<file path="config.mk">
export PLATFORM = sky130hd
export DESIGN_NAME = seq_scan_controller
export DESIGN_NICKNAME = d
export VERILOG_FILES = /design/src/rtl/seq_scan_controller.sv
export SDC_FILE = /design/constraint.sdc
export NUM_CORES = 1
export LEC_CHECK = 0
export ABC_AREA = 1
export CAP_MARGIN = 20
export CORE_MARGIN = 8
export CORE_UTILIZATION = 55
export CTS_BUF_LIST = sky130_fd_sc_hd__clkbuf_4
export DETAILED_ROUTE_END_ITERATION = 6
export GPL_TIMING_DRIVEN = 0
export HOLD_SLACK_MARGIN = 0.05
export PLACE_DENSITY = 0.89
export SLEW_MARGIN = 20
export SYNTH_ARGS = -nofsm -noshare
export SYNTH_HDL_FRONTEND = slang
export SYNTH_SLANG_ARGS = --single-unit
</file>
<file path="constraint.sdc">
create_clock -name clk -period 2 [get_ports clk]
set_input_delay 0.5 -clock clk [delete_from_list [all_inputs] [get_ports clk]]
set_output_delay 0.5 -clock clk [all_outputs]
set_load 0.01 [all_outputs]
</file>
<file path="src/rtl/seq_scan_controller.sv">
// seq_scan_controller
//   Takes words from a valid/ready source, shifts each one out MSB first on
//   bit_out and runs an overlapping PAT_W-bit pattern detector on that bit
//   stream. A job covers num_words words and ends with a one-cycle done pulse.
//   Matches are counted in match_count, which holds its value until the next
//   accepted start.
//
//   Configuration macro: SEQ_SCAN_SAT_EN
//     defined   -> match_count saturates at all-ones
//     undefined -> match_count wraps modulo 2^CNT_W
module seq_scan_controller #(
   parameter int               DATA_W  = 8,
   parameter int               PAT_W   = 4,
   parameter logic [PAT_W-1:0] PATTERN = 4'b1001,
   parameter int               CNT_W   = 8
) (
   input  logic              clk,
   input  logic              reset,
   input  logic              start,
   input  logic [7:0]        num_words,
   input  logic              in_valid,
   input  logic [DATA_W-1:0] in_data,
   output logic              in_ready,
   output logic              bit_out,
   output logic              busy,
   output logic              match_pulse,
   output logic [CNT_W-1:0]  match_count,
   output logic              done
);

   // Counter widths: the bit counter indexes one word, the fill counter
   // must be able to hold the value PAT_W itself.
   localparam int BIT_W  = (DATA_W > 1) ? $clog2(DATA_W) : 1;
   localparam int FILL_W = $clog2(PAT_W + 1);

   localparam logic [BIT_W-1:0]  BIT_LAST  = BIT_W'(DATA_W - 1);
   localparam logic [FILL_W-1:0] FILL_FULL = FILL_W'(PAT_W);
   localparam logic [CNT_W-1:0]  CNT_MAX   = '1;

   typedef enum logic [1:0] {
      S_IDLE,
      S_LOAD,
      S_SHIFT,
      S_FINISH
   } state_t;

   state_t state;
   state_t state_next;

   // Datapath registers
   logic [DATA_W-1:0] sreg;
   logic [BIT_W-1:0]  bit_cnt;
   logic [7:0]        words_left;

   // Detector registers
   logic [PAT_W-1:0]  hist;
   logic [FILL_W-1:0] fill;

   // Decoded control strobes from the FSM
   logic job_start;
   logic word_take;
   logic shift_en;

   // Detector look-ahead values for the bit leaving this cycle
   logic [PAT_W-1:0]  hist_next;
   logic [FILL_W-1:0] fill_next;
   logic              match_hit;
   logic [CNT_W-1:0]  count_inc;

   // Outputs decoded directly from the current state.
   assign in_ready = (state == S_LOAD);
   assign busy     = (state != S_IDLE);
   assign done     = (state == S_FINISH);
   assign bit_out  = (state == S_SHIFT) && sreg[DATA_W-1];

   // State register.
   // NOTE: sequential state uses non-blocking assignments so every register
   // samples the pre-edge values regardless of block ordering.
   always_ff @(posedge clk or posedge reset) begin
      if (reset) begin
         state <= S_IDLE;
      end else begin
         state <= state_next;
      end
   end

   // Next-state decode and control strobes.
   // NOTE: every signal driven here gets a default first, so no path through
   // the case statement can leave one unassigned and infer a latch.
   always_comb begin
      state_next = state;
      job_start  = 1'b0;
      word_take  = 1'b0;
      shift_en   = 1'b0;
      unique case (state)
         S_IDLE: begin
            if (start) begin
               job_start  = 1'b1;
               state_next = (num_words == 8'd0) ? S_FINISH : S_LOAD;
            end
         end
         S_LOAD: begin
            if (in_valid) begin
               word_take  = 1'b1;
               state_next = S_SHIFT;
            end
         end
         S_SHIFT: begin
            shift_en = 1'b1;
            if (bit_cnt == BIT_LAST) begin
               // words_left is decremented at this edge; a value of one
               // means this was the final word of the job.
               state_next = (words_left == 8'd1) ? S_FINISH : S_LOAD;
            end
         end
         S_FINISH: begin
            state_next = S_IDLE;
         end
         default: begin
            state_next = S_IDLE;
         end
      endcase
   end

   // Word latch, serializer and word/bit bookkeeping.
   always_ff @(posedge clk or posedge reset) begin
      if (reset) begin
         sreg       <= '0;
         bit_cnt    <= '0;
         words_left <= '0;
      end else begin
         if (job_start) begin
            words_left <= num_words;
         end
         if (word_take) begin
            sreg    <= in_data;
            bit_cnt <= '0;
         end else if (shift_en) begin
            sreg    <= {sreg[DATA_W-2:0], 1'b0};
            bit_cnt <= bit_cnt + BIT_W'(1);
            if (bit_cnt == BIT_LAST) begin
               words_left <= words_left - 8'd1;
            end
         end
      end
   end

   // Detector look-ahead: history and fill as they will be after this bit,
   // plus the next count value for a match.
   always_comb begin
      hist_next = {hist[PAT_W-2:0], bit_out};
      fill_next = (fill == FILL_FULL) ? fill : fill + FILL_W'(1);
      match_hit = shift_en && (fill_next == FILL_FULL) && (hist_next == PATTERN);
`ifdef SEQ_SCAN_SAT_EN
      count_inc = (match_count == CNT_MAX) ? match_count : match_count + CNT_W'(1);
`else
      count_inc = match_count + CNT_W'(1);
`endif
   end

   // Detector state: history spans word boundaries and is only cleared at
   // job start, so patterns straddling two words are still seen.
   always_ff @(posedge clk or posedge reset) begin
      if (reset) begin
         hist        <= '0;
         fill        <= '0;
         match_pulse <= 1'b0;
         match_count <= '0;
      end else begin
         match_pulse <= match_hit;
         if (job_start) begin
            hist        <= '0;
            fill        <= '0;
            match_count <= '0;
         end else if (shift_en) begin
            hist <= hist_next;
            fill <= fill_next;
            if (match_hit) begin
               match_count <= count_inc;
            end
         end
      end
   end

endmodule

</file>
==> flow_metrics.py, run 1 <==
metrics = {
    "run_status": {
        "status": "finished clean",
    },
    "route": {
        "first_pass_iters": 4,
        "route.met2.wl_um": 2190,
        "wl_per_cell_um": 11.7,
        "dr_wl_met3_um": 168,
        "antenna_left": 0,
        "drcViolationCount": 0,
        "m1WireLength_um": 2040,
        "finalWirelength_um": 4450,
        "highest_layer": "met4",
        "first_iter_violations": 130,
        "vias": 1910,
        "vias_per_cell": 5.04,
    },
    "timing": {
        "fin_crit_ns": 1.91,
        "period_share_pct": 95.6,
        "maxSlewViolCount": 0,
        "worstMarginPinSlew_ns": 0.404,
        "hold_viol": 0,
        "fmax_mhz": 523,
        "slew_headroom_pct": 73.1,
        "fin_skew_ns": 0.00587,
        "rsz0062_at_grt": "false",
        "worst_slack_ns": 0.0890,
        "whs_ns": 0.368,
        "setup_violations": 0,
    },
    "place": {
        "pre_cts_slack_ns": 0.200,
        "place_congestion": 0.856,
        "port-buffer-count": 32,
        "dp_hpwl_um": 3330,
        "placed_cell_area_mm2": 0.00248,
    },
    "power_and_ir_drop": {
        "p_leak_nw": 1.36,
        "pwr_density_cell_mw_per_mm2": 1310,
        "peakVddDrop_uv": 783,
    },
    "cells_and_area": {
        "layout-drive-gt1-share_pct": 8.46,
        "final_cell_area_mm2": 0.00258,
        "fin_nets": 357,
        "area_growth_pct": 24.2,
        "diodes": 0,
    },
    "yosys": {
        "syn-num-nets": 315,
        "synth_edf_count": 0,
        "synth_area_leaders": "dfrtp_1 (43%), nand2_1 (16%), nand3_1 (7.9%)",
        "synth_commonest_cells": "nand2_1 (86), inv_1 (42), dfrtp_1 (36)",
        "synth_cells": 288,
        "synth_most_common_cell": "nand2_1",
        "synth_ff_type": "dfrtp_1",
        "syn_area_per_cell_um2": 7.22,
        "yosysWarnings": 0,
        "post_synth_num_cell_types": 24,
        "synth_top_cell_by_area": "dfrtp_1",
        "syn_area_mm2": 0.00208,
        "synth_top_area_share_pct": 43.3,
        "yosysSeqAreaShare_pct": 43.3,
        "synth-async-reset-ratio_pct": 100,
        "ys_ff_latch": 36,
    },
    "cts": {
        "path_clk_slew_ns": 0.11,
        "insertion_delay_ns": 0.35,
        "cts_buffer_depth": 2,
        "root_buffer": "clkbuf_4",
        "numCtsBuffers": 5,
        "htree_levels": 2,
        "clock-sinks": 36,
        "cts_tree": "built",
    },
    "die": {
        "ios": 33,
        "die-area_mm2": 0.00600,
        "start_util_pct": 56.8,
        "die_h_um": 77.5,
        "core_area_mm2": 0.00366,
        "row_count": 22,
        "die_w_um": 77.5,
    },
    "hold_path": {
        "hold_class": "in2async",
    },
    "critical_path": {
        "worstSetupPathType": "reg2out",
        "critical-path-top-delay-family": "buffers and inverters",
        "path_cells": "clkdlybuf4s50_1",
        "path_max_fanout": 7,
        "crit_buf_inv": 1,
        "cp_slowest_stage_delay_ns": 0.59,
        "startpoint_type": "register",
        "crit_required_ns": 1.50,
        "arrival_ns": 1.41,
        "crit_slowest_cell": "clkdlybuf4s50_1",
        "endpoint_kind": "output pin",
    },
    "global_routing": {
        "grt_pass1_wl_um": 7660,
        "grt_pass1_vias": 1851,
        "grt_overflow": 0,
        "grt_max_degree": 30,
        "antenna_found_initial": 0,
        "grt_util_all_layers_pct": 15.3,
    },
    "job": {
        "cap_violations": 0,
    },
}
==> cell families (layout without fill, tap and decap cells) <==
group / Yosys count / after routing / share of synthesized area, %
flops: 36 / 36 / 43.3
simple gates: 162 / 162 / 33.4
fa+ha+maj: 7 / 7 / 4.21
compound gates: 29 / 29 / 7.82
buf+inv: 50 / 93 / 9.57
xor+xnor: 4 / 4 / 1.68
==> cell type report <==
class                   count  area [µm²]
inverters                  44         165
fillers                   304        1080
plain buffers               6        33.8
clock inverters             2        35.0
clock buffers               6        45.0
well taps                  48        60.1
multi-input cells         202         987
repair buffers             35         354
flip-flops and latches     36         902
==> layout by cell type, fill, tap and decap left out <==
| cell | Yosys | routed |
|---|---|---|
| a21oi_1 | 5 | 5 |
| a31oi_1 | 1 | 1 |
| buf_1 | 1 | 1 |
| buf_12 | 0 | 1 |
| buf_2 | 3 | 3 |
| buf_4 | 2 | 4 |
| bufinv_16 | 0 | 1 |
| clkbuf_4 | 0 | 6 |
| clkdlybuf4s50_1 | 0 | 28 |
| clkinv_2 | 0 | 1 |
| dfrtp_1 | 36 | 35 |
| dfrtp_2 | 0 | 1 |
| dlygate4sd2_1 | 0 | 3 |
| dlymetal6s2s_1 | 0 | 1 |
| ha_1 | 7 | 7 |
| inv_1 | 42 | 41 |
| inv_2 | 2 | 3 |
| nand2_1 | 86 | 86 |
| nand2_2 | 2 | 2 |
| nand3_1 | 33 | 32 |
| nand3_2 | 0 | 1 |
| nand3_4 | 1 | 1 |
| nand4_1 | 5 | 5 |
| nor2_1 | 31 | 30 |
| nor2_2 | 2 | 3 |
| nor2_4 | 1 | 1 |
| nor3_1 | 1 | 1 |
| o211ai_1 | 4 | 4 |
| o21ai_0 | 14 | 14 |
| o21ai_1 | 1 | 1 |
| o21bai_1 | 1 | 1 |
| o22ai_1 | 3 | 3 |
| xor2_1 | 4 | 4 |
==> flip-flops by register name, indices dropped and copies added (netlist names) <==
name         cells
state            2
match_pulse      1
hist             3
words_left       8
bit_cnt          3
fill             3
match_count      8
sreg             8
==> through the flow <==
step	power (mW)	std cells	utilization [%]	setup TNS (ns)
floorplan	2.33	288	-	0
global placement	2.76	368	67.2	-5.56
detailed placement	2.83	369	67.7	0
CTS	3.39	379	70.5	0
global route	3.65	379	70.5	0
finish	3.37	379	70.5	0
==> layer usage <==
layer  track usage, %  vias to the layer above
met2             27.9                       38
met1             16.7                      871
li1                 -                      996
met5                0                        -
met4             3.77                        0
met3             4.95                        5
==> where the power goes <==
part	leakage [nW]	switching [mW]	internal (mW)
clock	0.0456	0.248	0.276
combinational	0.855	0.920	0.646
sequential	0.460	0.255	1.03
==> path summary, 6_finish.rpt <==
kind                                                  from                      end  slack [ns]  depth (start not counted)
worst max-delay path            match_count[2]$_DFFE_PP0P_           match_count[2]        0.09                          1
worst min-delay path                                 reset  words_left[6]$_DFF_PP0_        0.37                          2
worst max register to register        state[0]$_DFFE_PP0P_  words_left[3]$_DFF_PP0_        0.34                          8
worst min register to register      bit_cnt[0]$_DFFE_PP0P_   bit_cnt[0]$_DFFE_PP0P_        0.50                          1
max in group asynchronous                            reset     state[1]$_DFFE_PP0P_        1.21                          3
min in group clk                    bit_cnt[0]$_DFFE_PP0P_   bit_cnt[0]$_DFFE_PP0P_        0.50                          1
==> what timing repair did <==
action,4_1_cts,5_1_grt
buffers inserted,2,0
gates resized for setup,6,1
cloned,0,0
hold buffers,0,0
hold endpoints to repair,0,0
endpoints found under the setup margin,3,1
No activity file was read; power rests on OpenSTA's default activity.
==> inputs of run 2 (changes only) <==
- CORE_ASPECT_RATIO: default -> 1.5
- CTS_CLUSTER_SIZE: default -> 25
==> flow_metrics.py, run 2 (same netlist as run 1, synthesis figures left out) <==
metrics = {
    "run_status": {
        "status": "finished clean",
    },
    "power_and_ir_drop": {
        "p_switching_mw": 1.45,
        "p_int_mw": 1.82,
        "peakVddDrop_uv": 908,
        "swShare_pct": 44.3,
        "p_comb_share_pct": 48.8,
        "seqPwrFrac_pct": 39.4,
        "power_frac_clock_pct": 11.9,
        "p_leak_nw": 1.34,
        "pwr_density_cell_mw_per_mm2": 1290,
    },
    "cts": {
        "cts_tree": "built",
        "cts_buffer_depth": 2,
        "root_buffer": "clkbuf_4",
        "htree_levels": 2,
        "insertion_delay_ns": 0.34,
        "clock-sinks": 36,
        "path_clk_slew_ns": 0.11,
        "numCtsBuffers": 5,
        "cts_hold_buf": 0,
    },
    "timing": {
        "hold_viol": 0,
        "rsz0062_at_grt": "false",
        "period_share_pct": 95.5,
        "slew_headroom_pct": 50.2,
        "setup_violations": 0,
        "fin_crit_ns": 1.91,
        "fin_skew_ns": 0.00753,
        "fmax_mhz": 523,
        "maxSlewViolCount": 0,
        "worstMarginPinSlew_ns": 0.745,
    },
    "critical_path": {
        "worstSetupPathType": "reg2out",
        "rr_startpoint": "fill[0]$_DFFE_PP0P_",
        "r2r-end": "match_count[3]$_DFFE_PP0P_",
        "critical-path-top-delay-family": "buffers and inverters",
        "path_cells": "clkdlybuf4s50_1",
        "arrival_ns": 1.41,
        "endpoint_kind": "output pin",
        "path_max_fanout": 7,
        "rr_worst_depth": 9,
        "crit_buf_inv": 1,
        "cp_slowest_stage_delay_ns": 0.58,
        "r2r_setup_slack_ns": 0.38,
        "crit_required_ns": 1.50,
        "crit_slowest_cell": "clkdlybuf4s50_1",
        "startpoint_type": "register",
    },
    "hold_path": {
        "min_to": "sreg[5]$_DFFE_PP0P_",
        "hold_class": "reg2reg",
        "min_path_cells": 2,
        "min-delay-start": "sreg[4]$_DFFE_PP0P_",
    },
    "cells_and_area": {
        "layout_commonest_cell": "nand2_1",
        "final_cell_count_no_fill": 372,
        "reg_top3": "match_count: 8 flops, sreg: 8 flops, words_left: 8 flops",
        "layout-drive-gt1-share_pct": 8.21,
        "fin_nets": 356,
        "final_cell_area_mm2": 0.00253,
        "most-common-layout-cells": "nand2_1 (86), inv_1 (41), dfrtp_1 (35)",
        "area_growth_pct": 21.8,
        "diodes": 0,
    },
    "route": {
        "first_iter_violations": 161,
        "drcViolationCount": 0,
        "finalWirelength_um": 4730,
        "antenna_left": 0,
        "first_pass_iters": 4,
        "vias": 1969,
        "wl_per_cell_um": 12.7,
        "vias_per_cell": 5.29,
    },
    "global_routing": {
        "grt_util_all_layers_pct": 16.5,
        "grt_overflow": 0,
        "grt_pass1_wl_um": 8150,
        "grt_pass1_vias": 1903,
        "antenna_found_initial": 0,
        "grt_max_degree": 37,
    },
    "die": {
        "die_h_um": 91.3,
        "die_w_um": 66.2,
        "die-area_mm2": 0.00605,
        "core_area_mm2": 0.00365,
        "start_util_pct": 57.0,
        "ios": 33,
        "row_count": 27,
    },
    "place": {
        "placed_cells": 363,
        "place_congestion": 0.824,
        "dp_hpwl_um": 3410,
        "port-buffer-count": 32,
        "placed_cell_area_mm2": 0.00245,
    },
    "job": {
        "cap_violations": 0,
    },
}
==> run 2: cell count changes in the layout (fill, tap and decap cells not counted) <==
cell	before	now
nor2_1	30	29
bufinv_16	1	0
buf_12	1	0
nor2_4	1	2
==> run 2: through the flow <==
| stage | TNS (ns) | hold WS, ns | total power [mW] | setup slack (ns) | util (%) |
|---|---|---|---|---|---|
| detailed placement | 0 | 0.481 | 2.83 | 0.181 | 67.2 |
| global placement | -5.24 | 0.473 | 2.75 | -0.146 | 67.2 |
| global route | 0 | 0.539 | 3.58 | 0.0124 | 69.4 |
| finish | 0 | 0.510 | 3.27 | 0.0898 | 69.4 |
| CTS | 0 | 0.496 | 3.25 | 0.0221 | 69.3 |
| floorplan | 0 | 0.450 | 2.33 | 0.581 | - |
==> run 2: worst max path at each step <==
stage	start	endpoint	cells after the start
floorplan	fill[0]$_DFFE_PP0P_	match_count[3]$_DFFE_PP0P_	9
global placement	reset	sreg[0]$_DFFE_PP0P_	2
detailed placement	start	hist[0]$_DFFE_PP0P_	5
CTS	state[0]$_DFFE_PP0P_	done	4
global route	state[0]$_DFFE_PP0P_	busy	4
finish	match_count[2]$_DFFE_PP0P_	match_count[2]	1
==> run 2: area by class of cell <==
class / instances / area (µm²)
Fill cell: 306 / 1110
Multi-Input combinational cell: 202 / 995
Sequential cell: 36 / 902
Timing Repair Buffer: 34 / 334
Inverter: 44 / 165
Tap cell: 43 / 53.8
Clock buffer: 6 / 45.0
Buffer: 6 / 33.8
Clock inverter: 1 / 5.00
==> run 2: timing repair <==
| action | 4_1_cts | 5_1_grt |
|---|---|---|
| setup endpoints to repair | 3 | 2 |
| gates cloned | 0 | 0 |
| setup buffers | 2 | 0 |
| resized for setup | 7 | 2 |
==> run 2: power by group through the flow <==
stage | registers (mW) | clock network (mW) | logic [mW]
6_report | 1.29 | 0.389 | 1.59
4_1_cts | 1.28 | 0.397 | 1.58
3_3_place_gp | 1.28 | 0 | 1.48
2_1_floorplan | 1.26 | 0 | 1.07
3_5_place_dp | 1.29 | 0 | 1.54
5_1_grt | 1.33 | 0.422 | 1.83
==> run 2: per-layer routing <==
metal	vias up	part of all wire, %	track usage, %
li1	990	-	-
met1	904	41	18.4
met2	64	50	26.8
met3	11	6.5	5.29
met4	0	2.2	8.94
met5	-	0	0
==> inputs of run 3 (changes only) <==
- CAP_MARGIN: 20 -> default
- PLACE_DENSITY: 0.89 -> 0.87
==> flow_metrics.py, run 3 (same netlist as run 1, synthesis figures left out) <==
metrics = {
    "critical_path": {
        "path_cells": "nor2_4, inv_1, clkdlybuf4s50_1",
        "r2r-end": "words_left[3]$_DFF_PP0_",
        "crit_required_ns": 1.50,
        "rr_startpoint": "state[0]$_DFFE_PP0P_",
        "r2r_setup_slack_ns": 0.38,
        "critical-path-top-delay-family": "buffers and inverters",
        "cp_slowest_stage_delay_ns": 0.48,
        "crit_buf_inv": 2,
        "startpoint_type": "register",
        "crit_slowest_cell": "clkdlybuf4s50_1",
        "arrival_ns": 1.46,
        "path_max_fanout": 3,
        "worstSetupPathType": "reg2out",
        "rr_worst_depth": 7,
        "endpoint_kind": "output pin",
    },
    "timing": {
        "maxSlewViolCount": 0,
        "whs_ns": 0.515,
        "rsz0062_at_grt": "true",
        "period_share_pct": 98.2,
        "fin_crit_ns": 1.96,
        "fin_skew_ns": 0.0139,
        "fmax_mhz": 509,
        "hold_viol": 0,
        "setup_violations": 0,
        "worst_slack_ns": 0.0366,
        "slew_headroom_pct": 49.3,
        "worstMarginPinSlew_ns": 0.760,
    },
    "cts": {
        "root_buffer": "clkbuf_4",
        "htree_levels": 2,
        "cts_buffer_depth": 2,
        "numCtsBuffers": 5,
        "insertion_delay_ns": 0.34,
        "path_clk_slew_ns": 0.11,
        "clock-sinks": 36,
        "cts_tree": "built",
        "cts_hold_buf": 0,
    },
    "power_and_ir_drop": {
        "peakVddDrop_uv": 742,
        "total_power_mw": 3.24,
        "pwr_density_cell_mw_per_mm2": 1280,
        "p_leak_nw": 1.34,
    },
    "global_routing": {
        "grt_most_used_layer": "met2",
        "global_route.usage.met1_pct": 18.8,
        "antenna_found_initial": 0,
        "grt_util_all_layers_pct": 17.1,
        "grt_max_degree": 37,
        "grt_pass1_wl_um": 8450,
        "grt_overflow": 0,
        "grt_use_met3_pct": 4.55,
        "use_met2_pct": 29.5,
        "grt_pass1_vias": 1985,
    },
    "hold_path": {
        "min_path_cells": 2,
        "min-delay-start": "sreg[4]$_DFFE_PP0P_",
        "hold_class": "reg2reg",
        "min_to": "sreg[5]$_DFFE_PP0P_",
    },
    "cells_and_area": {
        "layout-drive-gt1-share_pct": 7.60,
        "area_growth_pct": 21.8,
        "most-common-layout-cells": "nand2_1 (86), inv_1 (41), dfrtp_1 (35)",
        "post-route-util_pct": 69.4,
        "diodes": 0,
        "layout_commonest_cell": "nand2_1",
        "n_fill_cell": 304,
        "reg_top3": "match_count: 8 flops, sreg: 8 flops, words_left: 8 flops",
        "fin_nets": 356,
    },
    "job": {
        "cap_violations": 0,
    },
    "route": {
        "finalWirelength_um": 4680,
        "first_pass_iters": 4,
        "first_iter_violations": 138,
        "vias_per_cell": 5.19,
        "vias": 1929,
        "wl_per_cell_um": 12.6,
        "drcViolationCount": 0,
        "antenna_left": 0,
    },
    "place": {
        "pre_cts_slack_ns": 0.181,
        "dp_hpwl_um": 3490,
        "place_congestion": 0.805,
        "port-buffer-count": 32,
    },
    "die": {
        "ios": 33,
        "row_count": 27,
        "die_w_um": 66.2,
        "core_area_mm2": 0.00365,
        "die_h_um": 91.3,
        "start_util_pct": 57.0,
        "die-area_mm2": 0.00605,
    },
    "run_status": {
        "status": "finished clean",
    },
}
==> run 3: metal layers <==
layer	share of wire, %	vias up
met5	0	-
met4	1.7	0
met3	5.0	7
met2	51	54
met1	42	878
li1	-	990
==> run 3: layout make-up <==
| class | count | area (µm²) | share of cell area, % |
|---|---|---|---|
| clock buffers | 5 | 37.5 | 1.48 |
| inverters | 44 | 165 | 6.52 |
| flip-flops and latches | 36 | 902 | 35.6 |
| repair buffers | 34 | 339 | 13.4 |
| clock inverters | 2 | 7.51 | 0.296 |
| plain buffers | 6 | 33.8 | 1.33 |
| well taps | 43 | 53.8 | 2.12 |
| multi-input cells | 202 | 995 | 39.3 |
==> run 3: worst max path at each step <==
stage / startpoint / cells past startpoint / slack [ns] / endpoint
final: state[1]$_DFFE_PP0P_ / 3 / 0.04 / busy
after global routing: state[1]$_DFFE_PP0P_ / 3 / -0.02 / busy
after CTS: state[0]$_DFFE_PP0P_ / 3 / -0.09 / in_ready
after detailed placement: state[0]$_DFFE_PP0P_ / 3 / 0.18 / in_ready
after global placement: reset / 2 / -0.14 / sreg[0]$_DFFE_PP0P_
after floorplan: fill[0]$_DFFE_PP0P_ / 9 / 0.58 / match_count[3]$_DFFE_PP0P_
==> run 3: stage by stage <==
stage | instances | area (µm²) | TNS [ns]
final | 372 | 2530 | 0
after global routing | 372 | 2530 | -0.0250
after CTS | 371 | 2510 | -0.164
after detailed placement | 363 | 2450 | 0
after global placement | 363 | 2450 | -5.04
after floorplan | 288 | 2080 | 0
==> run 3: repair_timing <==
item                                    CTS  global route
gates resized for setup                   4             4
buffers inserted                          1             1
endpoints found under the setup margin    3             3
==> run 3: worst reg2reg max path, cell delays in order, from the launching register on <==
cell	delay [ns]
dfrtp_1	0.45
buf_4	0.17
nor2_4	0.18
nand2_2	0.16
inv_1	0.24
o21ai_0	0.13
a21oi_1	0.15
nor2_1	0.05
==> run 3: power breakdown <==
group	internal, mW	leakage, nW	switching, mW
sequential	1.03	0.460	0.261
clock	0.123	0.0261	0.229
combinational	0.663	0.858	0.933
total	1.82	1.34	1.42
